### src/rtl/msrv32_div_unit_if.sv
// rtl/msrv32_div_unit_if.sv - start/busy/valid handshake and operand bundle for the RV32M divider
interface msrv32_div_unit_if #(
   parameter int XLEN = 32
);
   logic            start_in;
   logic            flush_in;
   logic [XLEN-1:0] op_1_in;
   logic [XLEN-1:0] op_2_in;
   logic [1:0]      funct_in;
   logic            busy_out;
   logic            valid_out;
   logic [XLEN-1:0] result_out;

   // Pipeline control side: issues requests, observes completion
   modport master (
      output start_in, flush_in, op_1_in, op_2_in, funct_in,
      input  busy_out, valid_out, result_out
   );

   // Divider side
   modport slave (
      input  start_in, flush_in, op_1_in, op_2_in, funct_in,
      output busy_out, valid_out, result_out
   );
endinterface

### src/rtl/msrv32_div_unit.sv
// rtl/msrv32_div_unit.sv - iterative radix-2 restoring divider for DIV/DIVU/REM/REMU (optional MSRV32_DIV_EARLY_OUT_EN)
module msrv32_div_unit #(
   parameter int XLEN  = 32,
   parameter int CNT_W = 6
) (
   input  logic             ms_riscv32_mp_clk_in,
   input  logic             ms_riscv32_mp_rst_n_in,
   msrv32_div_unit_if.slave div_if
);

   typedef enum logic [1:0] {
      S_IDLE = 2'd0,
      S_CALC = 2'd1,
      S_DONE = 2'd2
   } state_t;

   state_t            r_state;
   logic [CNT_W-1:0]  r_cnt;
   logic [XLEN-1:0]   r_quo;
   logic [XLEN-1:0]   r_rem;
   logic [XLEN-1:0]   r_div;
   logic [XLEN-1:0]   r_dividend;
   logic [1:0]        r_funct;
   logic              r_q_neg;
   logic              r_r_neg;
   logic              r_div_zero;
   logic              r_busy;
   logic              r_valid;
   logic [XLEN-1:0]   r_result;

   logic              w_op1_neg;
   logic              w_op2_neg;
   logic              w_op2_zero;
   logic [XLEN-1:0]   w_abs1;
   logic [XLEN-1:0]   w_abs2;
   logic [XLEN:0]     w_shift;
   logic [XLEN:0]     w_trial;
   logic              w_fits;
   logic [XLEN-1:0]   w_next_rem;
   logic [XLEN-1:0]   w_next_quo;
   logic              w_last;
   logic [XLEN-1:0]   w_final;

   // Operand magnitudes: signed ops divide absolute values and fix signs at the end
   assign w_op1_neg  = ~div_if.funct_in[0] & div_if.op_1_in[XLEN-1];
   assign w_op2_neg  = ~div_if.funct_in[0] & div_if.op_2_in[XLEN-1];
   assign w_op2_zero = (div_if.op_2_in == '0);
   assign w_abs1     = w_op1_neg ? (~div_if.op_1_in + 1'b1) : div_if.op_1_in;
   assign w_abs2     = w_op2_neg ? (~div_if.op_2_in + 1'b1) : div_if.op_2_in;

   // One restoring step: partial remainder stays below the divisor, so an
   // XLEN+1 bit difference carries the sign of the trial in its top bit
   assign w_shift    = {r_rem, r_quo[XLEN-1]};
   assign w_trial    = w_shift - {1'b0, r_div};
   assign w_fits     = ~w_trial[XLEN];
   assign w_next_rem = w_fits ? w_trial[XLEN-1:0] : w_shift[XLEN-1:0];
   assign w_next_quo = {r_quo[XLEN-2:0], w_fits};
   assign w_last     = (r_cnt == CNT_W'(XLEN-1));

   // Final result from the last iteration, with sign fix-up and divide-by-zero override
   always_comb begin
      w_final = '0;
      if (r_div_zero) begin
         w_final = r_funct[1] ? r_dividend : '1;
      end else if (r_funct[1]) begin
         w_final = r_r_neg ? (~w_next_rem + 1'b1) : w_next_rem;
      end else begin
         w_final = r_q_neg ? (~w_next_quo + 1'b1) : w_next_quo;
      end
   end

`ifdef MSRV32_DIV_EARLY_OUT_EN
   logic            w_ovf;
   logic            w_early;
   logic [XLEN-1:0] w_early_result;

   assign w_ovf   = ~div_if.funct_in[0]
                  & (div_if.op_1_in == {1'b1, {(XLEN-1){1'b0}}})
                  & (&div_if.op_2_in);
   assign w_early = w_op2_zero | w_ovf | (w_abs1 < w_abs2);

   // Results for operations that need no iterations at all
   always_comb begin
      w_early_result = '0;
      if (w_op2_zero) begin
         w_early_result = div_if.funct_in[1] ? div_if.op_1_in : '1;
      end else if (w_ovf) begin
         w_early_result = div_if.funct_in[1] ? '0 : {1'b1, {(XLEN-1){1'b0}}};
      end else begin
         w_early_result = div_if.funct_in[1] ? div_if.op_1_in : '0;
      end
   end
`endif

   // Control FSM and datapath registers; all outputs are registered here
   always_ff @(posedge ms_riscv32_mp_clk_in or negedge ms_riscv32_mp_rst_n_in) begin
      if (!ms_riscv32_mp_rst_n_in) begin
         r_state    <= S_IDLE;
         r_cnt      <= '0;
         r_quo      <= '0;
         r_rem      <= '0;
         r_div      <= '0;
         r_dividend <= '0;
         r_funct    <= '0;
         r_q_neg    <= 1'b0;
         r_r_neg    <= 1'b0;
         r_div_zero <= 1'b0;
         r_busy     <= 1'b0;
         r_valid    <= 1'b0;
         r_result   <= '0;
      end else begin
         r_valid <= 1'b0;
         case (r_state)
            S_IDLE: begin
               if (div_if.start_in && !div_if.flush_in) begin
                  r_quo      <= w_abs1;
                  r_rem      <= '0;
                  r_div      <= w_abs2;
                  r_dividend <= div_if.op_1_in;
                  r_funct    <= div_if.funct_in;
                  r_q_neg    <= w_op1_neg ^ w_op2_neg;
                  r_r_neg    <= w_op1_neg;
                  r_div_zero <= w_op2_zero;
                  r_cnt      <= '0;
`ifdef MSRV32_DIV_EARLY_OUT_EN
                  if (w_early) begin
                     r_state  <= S_DONE;
                     r_busy   <= 1'b0;
                     r_valid  <= 1'b1;
                     r_result <= w_early_result;
                  end else begin
                     r_state  <= S_CALC;
                     r_busy   <= 1'b1;
                  end
`else
                  r_state    <= S_CALC;
                  r_busy     <= 1'b1;
`endif
               end
            end
            S_CALC: begin
               if (div_if.flush_in) begin
                  r_state <= S_IDLE;
                  r_busy  <= 1'b0;
               end else begin
                  r_quo <= w_next_quo;
                  r_rem <= w_next_rem;
                  r_cnt <= r_cnt + CNT_W'(1);
                  if (w_last) begin
                     r_state  <= S_DONE;
                     r_busy   <= 1'b0;
                     r_valid  <= 1'b1;
                     r_result <= w_final;
                  end
               end
            end
            S_DONE: begin
               r_state <= S_IDLE;
            end
            default: begin
               r_state <= S_IDLE;
               r_busy  <= 1'b0;
            end
         endcase
      end
   end

   assign div_if.busy_out   = r_busy;
   assign div_if.valid_out  = r_valid;
   assign div_if.result_out = r_result;

endmodule

### src/flat_wrapper.sv
// flat-port wrapper written by rule: the top's interface ports become plain ports
module msrv32_div_unit_flat 
#(
   parameter int XLEN  = 32,
   parameter int CNT_W = 6
)
  (ms_riscv32_mp_clk_in, ms_riscv32_mp_rst_n_in, div_if_start_in, div_if_flush_in, div_if_op_1_in, div_if_op_2_in, div_if_funct_in, div_if_busy_out, div_if_valid_out, div_if_result_out);
  msrv32_div_unit_if #(.XLEN(XLEN)) div_if_i ();
  input  logic ms_riscv32_mp_clk_in;
  input  logic ms_riscv32_mp_rst_n_in;
  input wire logic [$bits(div_if_i.start_in)-1:0] div_if_start_in;
  input wire logic [$bits(div_if_i.flush_in)-1:0] div_if_flush_in;
  input wire logic [$bits(div_if_i.op_1_in)-1:0] div_if_op_1_in;
  input wire logic [$bits(div_if_i.op_2_in)-1:0] div_if_op_2_in;
  input wire logic [$bits(div_if_i.funct_in)-1:0] div_if_funct_in;
  output wire logic [$bits(div_if_i.busy_out)-1:0] div_if_busy_out;
  output wire logic [$bits(div_if_i.valid_out)-1:0] div_if_valid_out;
  output wire logic [$bits(div_if_i.result_out)-1:0] div_if_result_out;
  assign div_if_i.start_in = div_if_start_in;
  assign div_if_i.flush_in = div_if_flush_in;
  assign div_if_i.op_1_in = div_if_op_1_in;
  assign div_if_i.op_2_in = div_if_op_2_in;
  assign div_if_i.funct_in = div_if_funct_in;
  assign div_if_busy_out = div_if_i.busy_out;
  assign div_if_valid_out = div_if_i.valid_out;
  assign div_if_result_out = div_if_i.result_out;
  msrv32_div_unit #(.XLEN(XLEN), .CNT_W(CNT_W)) u_core (.ms_riscv32_mp_clk_in(ms_riscv32_mp_clk_in), .ms_riscv32_mp_rst_n_in(ms_riscv32_mp_rst_n_in), .div_if(div_if_i));
endmodule
### config.mk
export PLATFORM = sky130hd
export DESIGN_NAME = msrv32_div_unit_flat
export DESIGN_NICKNAME = d
export VERILOG_FILES = /design/src/rtl/msrv32_div_unit_if.sv /design/src/rtl/msrv32_div_unit.sv /design/src/flat_wrapper.sv
export SDC_FILE = /design/constraint.sdc
export NUM_CORES = 1
export LEC_CHECK = 0
export CORE_UTILIZATION = 61
export CTS_CLUSTER_SIZE = 12
export DETAILED_ROUTE_END_ITERATION = 10
export PLACE_DENSITY = 0.88
export SLEW_MARGIN = 10
export SYNTH_ARGS = -nofsm -noshare
export SYNTH_HDL_FRONTEND = slang
export SYNTH_SLANG_ARGS = --single-unit
### constraint.sdc
create_clock -name ms_riscv32_mp_clk_in -period 11.5 [get_ports ms_riscv32_mp_clk_in]
set_input_delay 3.45 -clock ms_riscv32_mp_clk_in [delete_from_list [all_inputs] [get_ports ms_riscv32_mp_clk_in]]
set_output_delay 3.45 -clock ms_riscv32_mp_clk_in [all_outputs]
set_load 0.05 [all_outputs]
==> run summary <==
================================================================================
Run status                                                          complete, no violations
Fraction of final layout cells sized beyond drive strength 1               6.30%
XOR/XNOR Fraction of Synth Area                                            8.24%
Clk buf depth                                                                  2
Final wirelength                                                         41.9 mm
Register area                                                           4350 µm²
Post-synth top cells                                                sky130_fd_sc_hd__nand2_1, sky130_fd_sc_hd__dfrtp_1, sky130_fd_sc_hd__o21ai_0
Drt wl/cell                                                              21.1 µm
Clock period minus final worst setup slack                               6.57 ns
CP startpoint kind                                                          flop
Final antenna diode count                                                      0
Standard-cell row count                                                       53
Remaining global-route overflow                                                0
CTS tree                                                                    done
Area of the die                                                        22200 µm²
Netlist area before placement                                          13200 µm²
Number of sinks on the clock net                                             174
Cell types occupying the most area after synthesis                  sky130_fd_sc_hd__dfrtp_1, sky130_fd_sc_hd__nand2_1, sky130_fd_sc_hd__o21ai_0, sky130_fd_sc_hd__a21oi_1, sky130_fd_sc_hd__xor2_1
Pin count of the biggest net entering global routing                         101
RSZ-0062 raised after global routing                                          no
Reported leakage power                                                   6.29 nW
Area Growth Syn to Fin                                                     12.3%
Final count of hold timing violations                                          0
Top-count cell post-synth                                           sky130_fd_sc_hd__nand2_1
Std-Cell Core Area                                                     21100 µm²
Post-detailed-route count of antenna-violating nets                            0
Delay of the slowest critical-path stage                                 0.53 ns
Number of instances in the synthesized netlist                              1666
Final count of negative-setup-slack endpoints                                  0
Multiplexer share of the synthesized area                                  2.18%
Residual DRC count                                                             0
Top cell type by total area after synthesis                         sky130_fd_sc_hd__dfrtp_1
Final critical-path share of the clock period                              57.1%
Share of the synthesized area in the top cell type                         33.1%
First-pass GRT wire length                                               65.9 mm
Worst max-slew margin expressed relative to the limit                      18.4%
Data required time at the worst endpoint                                11.87 ns
Multi-input logic area                                                  8150 µm²
Final HPWL from detailed placement                                       30.2 mm
Number of filler instances in the final layout                              1699
Dominant register cell in the synthesized netlist                   sky130_fd_sc_hd__dfrtp_1
Via count of the routed design                                             13400
Per-instance average area after synthesis                               7.91 µm²
Fin Clk Skew                                                           0.0111 ns
Die height                                                                149 µm
Worst-case setup margin in the final layout                              4.93 ns
Final net count                                                             1808
Number of global-route vias before repair                                  12300
Count of TritonRoute iterations in the first routing pass                      6
Share of synthesized area occupied by flip-flops and latches               33.1%
Cts bufs inserted                                                             17
GRT Util Overall                                                           38.2%
Slew at the pin closest to its max-slew limit                            1.22 ns
Via density                                                                 6.72
Unique cell type count in the Yosys netlist                                   98
Post-synth EDFFs                                                               0
Root Buffer Master                                                  sky130_fd_sc_hd__clkbuf_16
Critical path type                                                  flop to flop
FFs w/ async S/R, synth                                                     100%
Final Slew Violations                                                          0
Number of top-level pins                                                     104
Initial antenna violation count                                                0
Arrival time of data at the critical path endpoint                       6.94 ns
Worst-path cell chain                                               inv_1 -> ha_1 -> fa_1 -> nand2b_1 -> a21oi_1 -> o21ai_2 -> a21bo_2 -> a21oi_4 -> nor2_4 -> inv_2 -> nor2_1 -> a21oi_1 -> ha_1 -> nand2_1 -> or4_4 -> nor4b_4 -> a31oi_1 -> nand4bb_1 -> nor3b_1 -> mux2_1 -> o21ai_1
Power density of the placed cells                                     257 nW/µm²
Initial core utilization                                                   62.5%
Share of the synthesized area in compound gates (AO/OA/AOI/OAI)            25.4%
Kind of cell with the highest combined delay on the critical path   simple AND/OR/NAND/NOR gates
Worst IR drop on VDD                                                    0.162 mV
Register bit total from synthesis                                            174
Depth of the CTS H-tree                                                        4
Yosys synthesis warning count                                                  0
Dominant combinational cell family by area after synthesis          compound AO/OA/AOI/OAI gates
Width of the chip                                                         149 µm
Clock slew at reported path FFs                                          0.07 ns
Post-Synth Adder-Cell Area                                                 3.67%
Share of synthesized cell area in and, or, nand and nor gates              22.2%
Routability congestion estimate                                            0.970
# Max-Cap Violations                                                           0
Critical Path Slowest Stage Cell                                    sky130_fd_sc_hd__inv_2
Hold Buf Count CTS                                                             0
CP Buf/Inv Count                                                               2
Kind of capture point of the worst setup path                               flop
Starting DRC count in detailed routing                                      2058
Post CTS Setup Buffer Count                                                    0
Post-CTS resize count                                                          0
Achievable Freq                                                        0.152 GHz
Clock network latency to the later pin of the worst-skew pair            0.44 ns
Synthesized Nets                                                            1774
Setup total negative slack                                                  0 ns
Number of input and output port buffers inserted                             103
Crit-path max FO                                                              40
Worst hold path type                                                flop to flop
Setup Slack @ Placement                                                  4.59 ns
================================================================================
-- tightest hold or removal path, delay by kind of cell (launching register included) --
family / cells / cell delay, ns
flops: 1 / 0.34
simple gates: 2 / 0.10
-- area by class of cell --
class	instances	area share [%]
clock buffer	18	2.90
clock inverter	14	0.846
inverter	68	1.73
multi-input combinational	1323	55.1
sequential	174	29.4
tap	275	2.33
timing repair buffer	116	7.64
-- per-layer routing --
| metal | GRT usage [%] | vias up | part of all wire, % |
|---|---|---|---|
| met2 | 57.3 | 866 | 44 |
| met4 | 13.8 | 0 | 3.2 |
| met5 | 0 | - | 0 |
| met3 | 9.60 | 116 | 12 |
| met1 | 53.3 | 6330 | 41 |
| li1 | - | 6050 | - |
-- layout by cell type (no fill, tap or decap), types with 13 or more instances in the layout --
cell type and n:
sky130_fd_sc_hd__nor4_1 22, sky130_fd_sc_hd__mux2i_1 19, sky130_fd_sc_hd__a211oi_1 21, sky130_fd_sc_hd__inv_1 66
sky130_fd_sc_hd__nor2_1 111, sky130_fd_sc_hd__dfrtp_1 174, sky130_fd_sc_hd__nand2_1 298, sky130_fd_sc_hd__nand3_1 22
sky130_fd_sc_hd__clkdlybuf4s50_1 102, sky130_fd_sc_hd__ha_1 37, sky130_fd_sc_hd__a21oi_1 120, sky130_fd_sc_hd__clkbuf_16 17
sky130_fd_sc_hd__o31ai_1 28, sky130_fd_sc_hd__xor2_1 66, sky130_fd_sc_hd__buf_4 13, sky130_fd_sc_hd__nor3_1 33
sky130_fd_sc_hd__a21o_1 19, sky130_fd_sc_hd__o21ai_0 171, sky130_fd_sc_hd__or3_1 19, sky130_fd_sc_hd__o22ai_1 13
sky130_fd_sc_hd__xnor2_1 58, sky130_fd_sc_hd__a31oi_1 19, sky130_fd_sc_hd__o21ai_1 14, sky130_fd_sc_hd__nand4_1 20
-- through the flow --
step           utilization, %  std cells  cell area, µm²  total power, mW  hold WS [ns]
4_1_cts                  70.1       1988           14800             3.72         0.475
3_3_place_gp             67.5       1956           14200             3.07         0.454
5_1_grt                  70.1       1988           14800             4.01         0.499
6_report                 70.1       1988           14800             3.81         0.477
3_5_place_dp             67.5       1956           14200             3.14         0.458
2_1_floorplan               -       1666           13200             2.55         0.439
-- registers in the layout, summed over array words and instances, names as in the netlist --
signal / cells
u_core.r_funct: 1
u_core.r_div: 32
u_core.r_state: 2
u_core.r_q_neg: 1
u_core.r_r_neg: 1
u_core.r_rem: 32
u_core.div_if.valid_out: 1
u_core.r_cnt: 6
u_core.r_div_zero: 1
u_core.r_dividend: 32
u_core.div_if.result_out: 32
u_core.r_quo: 32
u_core.div_if.busy_out: 1
-- logic make-up after synthesis --
group                    Yosys count
multiplexers                      27
AO/OA/AOI/OAI                    519
adder cells (fa/ha/maj)           38
flip-flops                       174
buffers and inverters            169
AND/OR/NAND/NOR                  615
XOR/XNOR                         124
-- power breakdown --
part	leakage (nW)	switching, mW	total [mW]	internal (mW)
sequential	2.26	0.180	0.916	0.737
clock	0.266	0.279	0.564	0.285
combinational	3.76	1.50	2.33	0.826
total	6.29	1.96	3.81	1.85
-- path summary, 6_finish.rpt --
check,start,end,slack [ns],cells past startpoint
max in group asynchronous,ms_riscv32_mp_rst_n_in,u_core.r_cnt[1]$_DFFE_PN0P_,6.79,2
min reg2reg,u_core.r_dividend[31]$_DFFE_PN0P_,u_core.r_dividend[31]$_DFFE_PN0P_,0.48,2
max reg2reg,u_core.r_quo[31]$_DFFE_PN0P_,u_core.div_if.result_out[28]$_DFFE_PN0P_,4.93,21
min in group asynchronous,ms_riscv32_mp_rst_n_in,u_core.r_div[25]$_DFFE_PN0P_,3.11,1
min,u_core.r_dividend[31]$_DFFE_PN0P_,u_core.r_dividend[31]$_DFFE_PN0P_,0.48,2
max,u_core.r_quo[31]$_DFFE_PN0P_,u_core.div_if.result_out[28]$_DFFE_PN0P_,4.93,21
(Power assumes the default switching activity.)
